--- src/rtl/sdram_pingpong_sched_pkg.sv ---
// sdram_pingpong_sched_pkg: shared SDRAM constants, scheduler state encoding and bank helpers
package sdram_pingpong_sched_pkg;
  localparam int SDRAM_BANK_W = 2;
  localparam logic [SDRAM_BANK_W-1:0] BANK_A = 2'd0;
  localparam logic [SDRAM_BANK_W-1:0] BANK_B = 2'd1;
  typedef enum logic [1:0] {
    S_IDLE = 2'd0,
    S_ARB  = 2'd1,
    S_BUSY = 2'd2
  } state_t;
  function automatic logic [SDRAM_BANK_W-1:0] other_bank(input logic [SDRAM_BANK_W-1:0] b);
    return (b == BANK_A) ? BANK_B : BANK_A;
  endfunction
endpackage

--- src/rtl/sdram_pingpong_sched_frame_cnt.sv ---
// pp_frame_cnt: row-within-frame counter with wrap and one-cycle frame-end pulse
module pp_frame_cnt #(
  parameter int FRAME_BURSTS = 1200,
  parameter int ROW_W        = 11
) (
  input  logic             clk,
  input  logic             rst_n,
  input  logic             adv,
  output logic [ROW_W-1:0] row,
  output logic             frame_end
);
  localparam logic [ROW_W-1:0] LAST = ROW_W'(FRAME_BURSTS - 1);
  logic [ROW_W-1:0] row_q, row_d;
  assign frame_end = adv && (row_q == LAST);
  assign row       = row_q;
  // advance one row per completed burst, wrapping to row 0 at the frame end
  always_comb row_d = frame_end ? '0 : adv ? row_q + 1'b1 : row_q;
  // row register
  always_ff @(posedge clk or negedge rst_n)
    if (!rst_n) row_q <= '0;
    else        row_q <= row_d;
endmodule

--- src/rtl/sdram_pingpong_sched.sv ---
// sdram_pingpong_sched: round-robin write/read burst scheduler over a two-bank SDRAM ping-pong frame buffer
// Optional PINGPONG_DROP_CNT_EN adds a saturating frame_drop_cnt output.
module sdram_pingpong_sched
  import sdram_pingpong_sched_pkg::*;
#(
  parameter int FRAME_BURSTS = 1200,
  parameter int ROW_W        = 11
) (
  input  logic                    clk,
  input  logic                    rst_n,
  input  logic                    init_end,
  input  logic                    wr_rdy,
  input  logic                    rd_rdy,
  input  logic                    wr_burst_end,
  input  logic                    rd_burst_end,
  output logic                    wr_trig,
  output logic                    rd_trig,
  output logic [SDRAM_BANK_W-1:0] wr_bank,
  output logic [SDRAM_BANK_W-1:0] rd_bank,
  output logic [ROW_W-1:0]        wr_row,
  output logic [ROW_W-1:0]        rd_row,
  output logic                    frame_valid
`ifdef PINGPONG_DROP_CNT_EN
  ,
  output logic [15:0]             frame_drop_cnt
`endif
);
  state_t state_q, state_d;
  logic gnt_wr_q, gnt_wr_d;
  logic last_rd_q, last_rd_d;
  logic wr_trig_q, wr_trig_d;
  logic rd_trig_q, rd_trig_d;
  logic frame_valid_q, frame_valid_d;
  logic [SDRAM_BANK_W-1:0] wr_bank_q, wr_bank_d;
  logic [SDRAM_BANK_W-1:0] rd_bank_q, rd_bank_d;
  logic [SDRAM_BANK_W-1:0] newest_bank_q, newest_bank_d;
  logic wr_cand, rd_cand, grant_wr, grant_rd, wr_adv, rd_adv, wr_fe, rd_fe_unused, hold;

  assign wr_cand  = wr_rdy;
  assign rd_cand  = rd_rdy && frame_valid_q;
  assign grant_wr = (state_q == S_ARB) && wr_cand && (!rd_cand || last_rd_q);
  assign grant_rd = (state_q == S_ARB) && rd_cand && !grant_wr;
  assign wr_adv   = (state_q == S_BUSY) && gnt_wr_q && wr_burst_end;
  assign rd_adv   = (state_q == S_BUSY) && !gnt_wr_q && rd_burst_end;
  assign hold     = (rd_bank_q == other_bank(wr_bank_q)) && (rd_row != '0);

  pp_frame_cnt #(.FRAME_BURSTS(FRAME_BURSTS), .ROW_W(ROW_W)) u_wr_cnt (
    .clk(clk), .rst_n(rst_n), .adv(wr_adv), .row(wr_row), .frame_end(wr_fe)
  );
  pp_frame_cnt #(.FRAME_BURSTS(FRAME_BURSTS), .ROW_W(ROW_W)) u_rd_cnt (
    .clk(clk), .rst_n(rst_n), .adv(rd_adv), .row(rd_row), .frame_end(rd_fe_unused)
  );

  // scheduler FSM: grant one burst at a time, trig registered on the ARB->BUSY transition
  always_comb begin
    state_d   = state_q;
    gnt_wr_d  = gnt_wr_q;
    last_rd_d = last_rd_q;
    wr_trig_d = 1'b0;
    rd_trig_d = 1'b0;
    case (state_q)
      S_IDLE: state_d = init_end ? S_ARB : S_IDLE;
      S_ARB: begin
        if (grant_wr || grant_rd) begin
          state_d   = S_BUSY;
          gnt_wr_d  = grant_wr;
          last_rd_d = grant_rd;
          wr_trig_d = grant_wr;
          rd_trig_d = grant_rd;
        end
      end
      S_BUSY: state_d = (wr_adv || rd_adv) ? S_ARB : S_BUSY;
      default: state_d = S_IDLE;
    endcase
  end

  // bank ping-pong: swap write bank at frame end unless the reader is mid-frame there; reader follows newest frame
  always_comb begin
    frame_valid_d = frame_valid_q || wr_fe;
    newest_bank_d = wr_fe ? wr_bank_q : newest_bank_q;
    wr_bank_d     = (wr_fe && !hold) ? other_bank(wr_bank_q) : wr_bank_q;
    rd_bank_d     = (grant_rd && rd_row == '0 && newest_bank_q != wr_bank_q) ? newest_bank_q : rd_bank_q;
  end

  // state and bank registers
  always_ff @(posedge clk or negedge rst_n) begin
    if (!rst_n) begin
      state_q       <= S_IDLE;
      gnt_wr_q      <= 1'b0;
      last_rd_q     <= 1'b1;
      wr_trig_q     <= 1'b0;
      rd_trig_q     <= 1'b0;
      frame_valid_q <= 1'b0;
      wr_bank_q     <= BANK_A;
      rd_bank_q     <= BANK_B;
      newest_bank_q <= BANK_A;
    end else begin
      state_q       <= state_d;
      gnt_wr_q      <= gnt_wr_d;
      last_rd_q     <= last_rd_d;
      wr_trig_q     <= wr_trig_d;
      rd_trig_q     <= rd_trig_d;
      frame_valid_q <= frame_valid_d;
      wr_bank_q     <= wr_bank_d;
      rd_bank_q     <= rd_bank_d;
      newest_bank_q <= newest_bank_d;
    end
  end

`ifdef PINGPONG_DROP_CNT_EN
  logic [15:0] drop_cnt_q, drop_cnt_d;
  // count write frames whose bank swap was refused, saturating
  always_comb drop_cnt_d = (wr_fe && hold && drop_cnt_q != 16'hFFFF) ? drop_cnt_q + 16'd1 : drop_cnt_q;
  // drop counter register
  always_ff @(posedge clk or negedge rst_n)
    if (!rst_n) drop_cnt_q <= 16'd0;
    else        drop_cnt_q <= drop_cnt_d;
  assign frame_drop_cnt = drop_cnt_q;
`endif

  assign wr_trig     = wr_trig_q;
  assign rd_trig     = rd_trig_q;
  assign wr_bank     = wr_bank_q;
  assign rd_bank     = rd_bank_q;
  assign frame_valid = frame_valid_q;
endmodule

--- config.mk ---
export PLATFORM = sky130hd
export DESIGN_NAME = sdram_pingpong_sched
export DESIGN_NICKNAME = d
export VERILOG_FILES = /design/src/rtl/sdram_pingpong_sched_pkg.sv /design/src/rtl/sdram_pingpong_sched_frame_cnt.sv /design/src/rtl/sdram_pingpong_sched.sv
export SDC_FILE = /design/constraint.sdc
export NUM_CORES = 1
export LEC_CHECK = 0
export BUFFER_PORTS_ARGS = -buffer_cell sky130_fd_sc_hd__buf_2
export CAP_MARGIN = 15
export CORE_ASPECT_RATIO = 1.1
export CORE_MARGIN = 1.5
export CORE_UTILIZATION = 40
export DETAILED_ROUTE_END_ITERATION = 7
export GPL_TIMING_DRIVEN = 0
export SYNTH_ARGS = -nofsm -noshare
export SYNTH_HDL_FRONTEND = slang
export SYNTH_HIERARCHICAL = 1
export SYNTH_SLANG_ARGS = --single-unit
--- constraint.sdc ---
create_clock -name clk -period 2.3 [get_ports clk]
set_input_delay 0.115 -clock clk [delete_from_list [all_inputs] [get_ports clk]]
set_output_delay 0.115 -clock clk [all_outputs]
set_load 0.005 [all_outputs]
==> metrics.md <==
| Metric | Value |
|---|---|
| Wire length per cell | 13.9 um |
| Crit path launch type | flop |
| Commonest non-fill, non-tap cells in the layout | buf_2, dfrtp_1, nor2_1, nand2_1 |
| Clock root cell | clkbuf_8 |
| Max IR drop VDD | 0.388 mV |
| PD cells | a little over 800 mW/mm2 |
| Max-slew headroom | 53.1% |
| All-Layer GR Usage | about 17% |
| Crit path required time | 2.48 ns |
| Crit path DAT | 2.35 ns |
| Worst Path Max Fanout | 7 |
| Worst-case reg-to-reg path depth | 8 |
| Routability cong. | 0.780 |
| Fin crit period | 2.17 ns |
| Num ports | 36 |
| Status | completed |
| Antenna violations before repair | 0 |
| Sequential power share | between 40% and 50% |
| Pleak | a little under 1 nW |
| Final Max Slew Viols | 0 |
| Die W | between 60 and 70 um |
| Worst Setup End Kind | flop |
| Initial Utilization | between 40% and 50% |
| Final worst-path cycle share | 94.3% |
| Die span in y | 69.4 um |
| Die Footprint | 0.00440 mm2 |
| ANT nets after route | 0 |
| Clk slew on worst S/H paths | 0.07 ns |
| Worst slew pin tran | 0.704 ns |
| Synthesis-to-layout area growth | 25.7% |
| Clock sinks | 32 |
| Most common library cell in the layout ignoring fill and taps | buf_2 |
| Vias in the first global route | 1283 |
| Top post-synthesis cells by area | dfrtp_1, xnor2_1, nor2_1, nand2_1, dfstp_2 |
| Cell count after synthesis | 153 |
| Layout net count | 206 |
| Max Freq | 461 MHz |
| CTS max path bufs | 2 |
| Detailed Place HPWL | 2.33 mm |
| Worst-Skew Late Latency | between 0.2 and 0.3 ns |
| Layout cells sized above 1 | 32.3% |
| Syn Area/Cell | 10.5 um2 |
| Via count | 1325 |
| DRT Pass-1 Iters | 4 |
| Leading area contributor after synthesis | dfrtp_1 |
| Sequential share of the synthesized area | 50.1% |
| Vias per inst | ~5.3 |
| DRT iter0 DRCs | 41 |
| Drt total wl | 3.44 mm |
| Pin count of the biggest net entering global routing | 33 |
| WS Path Type | reg -> reg |
| Port Buffer Count | 33 |
| Synth warn | 6 |
| H-tree Lvls | 2 |
| NetSw | approximately 440 uW |
| Final Hold Viols | 0 |
| Total gr overflow | 0 |
| TNS Setup | 0 ns |
| Top cell type's share of synthesized area | 46.8% |
| RSZ-0062 raised after global routing | false |
| Placed instance count | roughly 240 |
| Pint | 1.19 mW |
| Worst Hold Class | in -> reg |
| Total CTS buffers | 5 |
| CTS tree | done |
| Worst Hold Path Cells | 3 |
| First-pass GRT wire length | 6.00 mm |
| Non-Filler Instances | 248 |
| Core area | 0.00374 mm2 |
| MaxCap Viol Count | 0 |
| Clock share of power | 36.6% |
| # diodes | 0 |
| Switch share | 27.1% |
| Seq cells post-synth | 32 |
| DR DRC count | 0 |
| Clock Skew | slightly below 0.005 ns |
| Combinational group share of total power | between 10% and 20% |
| Setup-failing EPs final | 0 |
| Yosys cell types | 45 |
| Cell Area, Synth | approximately 0.0016 mm2 |
| # rows | 23 |
==> what timing repair did <==
action                                  in CTS  in global routing
endpoints found under the setup margin       4                  3
endpoints found under the hold margin       30                  0
pin swaps                                    1                  0
setup buffers                                2                  0
resized for setup                            1                  1
hold buffers                                 1                  0
==> power groups by stage <==
stage	Combinational (mW)	Sequential [mW]	Clock (mW)
finish	0.285	0.746	0.595
global route	0.315	0.761	0.640
CTS	0.289	0.747	0.613
detailed placement	0.282	0.753	0
global placement	0.272	0.744	0
floorplan	0.175	0.736	0
==> metrics by stage <==
step | util, % | power (mW) | setup slack (ns) | hold slack [ns] | instance area, um2
2_1_floorplan | - | 0.911 | 0.230 | -0.181 | 1610
3_5_place_dp | 49.2 | 1.04 | -0.130 | 0.216 | 1840
3_3_place_gp | 49.2 | 1.02 | -0.0961 | 0.202 | 1840
6_report | 53.8 | 1.63 | 0.131 | 0.115 | 2010
5_1_grt | 53.8 | 1.72 | 0.00355 | 0.147 | 2010
4_1_cts | 53.8 | 1.65 | 0.0663 | 0.108 | 2010
==> final cells by class <==
| class | count | area, um2 |
|---|---|---|
| fillers | 351 | 1730 |
| flip-flops and latches | 32 | 803 |
| multi-input cells | 114 | 782 |
| repair buffers | 36 | 203 |
| clock buffers | 7 | 96.3 |
| well taps | 50 | 62.6 |
| clock inverters | 1 | 30.0 |
| inverters | 6 | 22.5 |
| plain buffers | 2 | 15.0 |
==> registers in the layout, summed over array words and instances, names as in the netlist <==
name,count
newest_bank_q,1
wr_trig,1
u_wr_cnt/row,11
last_rd_q,1
u_rd_cnt/row,11
gnt_wr_q,1
wr_bank,1
rd_trig,1
state_q,2
rd_bank,1
frame_valid,1
==> per-layer routing <==
| metal | GRT usage (%) | up-vias | wire (um) |
|---|---|---|---|
| met5 | 0 | - | 0 |
| met4 | 7.97 | 0 | 69 |
| met3 | 5.36 | 9 | 159 |
| met2 | 26.2 | 35 | 1590 |
| met1 | 22.6 | 642 | 1620 |
| li1 | - | 639 | - |
==> logic make-up after synthesis <==
kind of cell / synth area share [%]
simple gates: 26.1
other cells: 0.234
flops: 50.1
buf+inv: 2.34
compound gates: 9.91
xor+xnor: 6.56
fa+ha+maj: 1.56
mux: 3.20
==> worst max-delay path, cell delays in order, from the launching register on <==
cell and delay, ns:
dfrtp_1 0.47, nor2b_1 0.23, and3_2 0.31, nand4_1 0.22, nor4_4 0.25, buf_4 0.19
buf_12 0.12, nor2_2 0.03, mux2_4 0.25
==> cells in the mapped netlist (all sizes together) <==
| master | count |
|---|---|
| or4 | 2 |
| mux2 | 3 |
| nand3b | 1 |
| a21oi | 5 |
| and3 | 3 |
| or3 | 4 |
| and2 | 1 |
| or4b | 3 |
| mux2i | 1 |
| o21ai | 5 |
| nand2 | 15 |
| dfstp | 2 |
| nor3 | 2 |
| a311o | 1 |
| dfrtp | 30 |
| a211oi | 2 |
| o31ai | 1 |
| o211ai | 1 |
| nand3 | 4 |
| inv | 6 |
| nor2b | 1 |
| nand4b | 1 |
| nand2b | 1 |
| nor4 | 3 |
| o22ai | 2 |
| nand4 | 8 |
| a21o | 2 |
| xor2 | 4 |
| nor2 | 19 |
| or2 | 1 |
| nor4bb | 1 |
| buf | 2 |
| xnor2 | 8 |
| a31oi | 1 |
| ha | 2 |
| o41ai | 1 |
| conb | 1 |
| a22o | 1 |
| o21a | 2 |
==> final timing paths <==
kind                         startpoint         endpoint  slack, ns
max                          state_q[0]  u_wr_cnt/row[0]       0.13
min                        wr_burst_end       state_q[0]       0.11
max reg2reg                  state_q[0]  u_wr_cnt/row[0]       0.13
min reg2reg                   last_rd_q        last_rd_q       0.51
max in group asynchronous         rst_n  u_wr_cnt/row[2]       1.43
min in group asynchronous         rst_n  u_wr_cnt/row[5]       0.42
(Power assumes the default switching activity.)
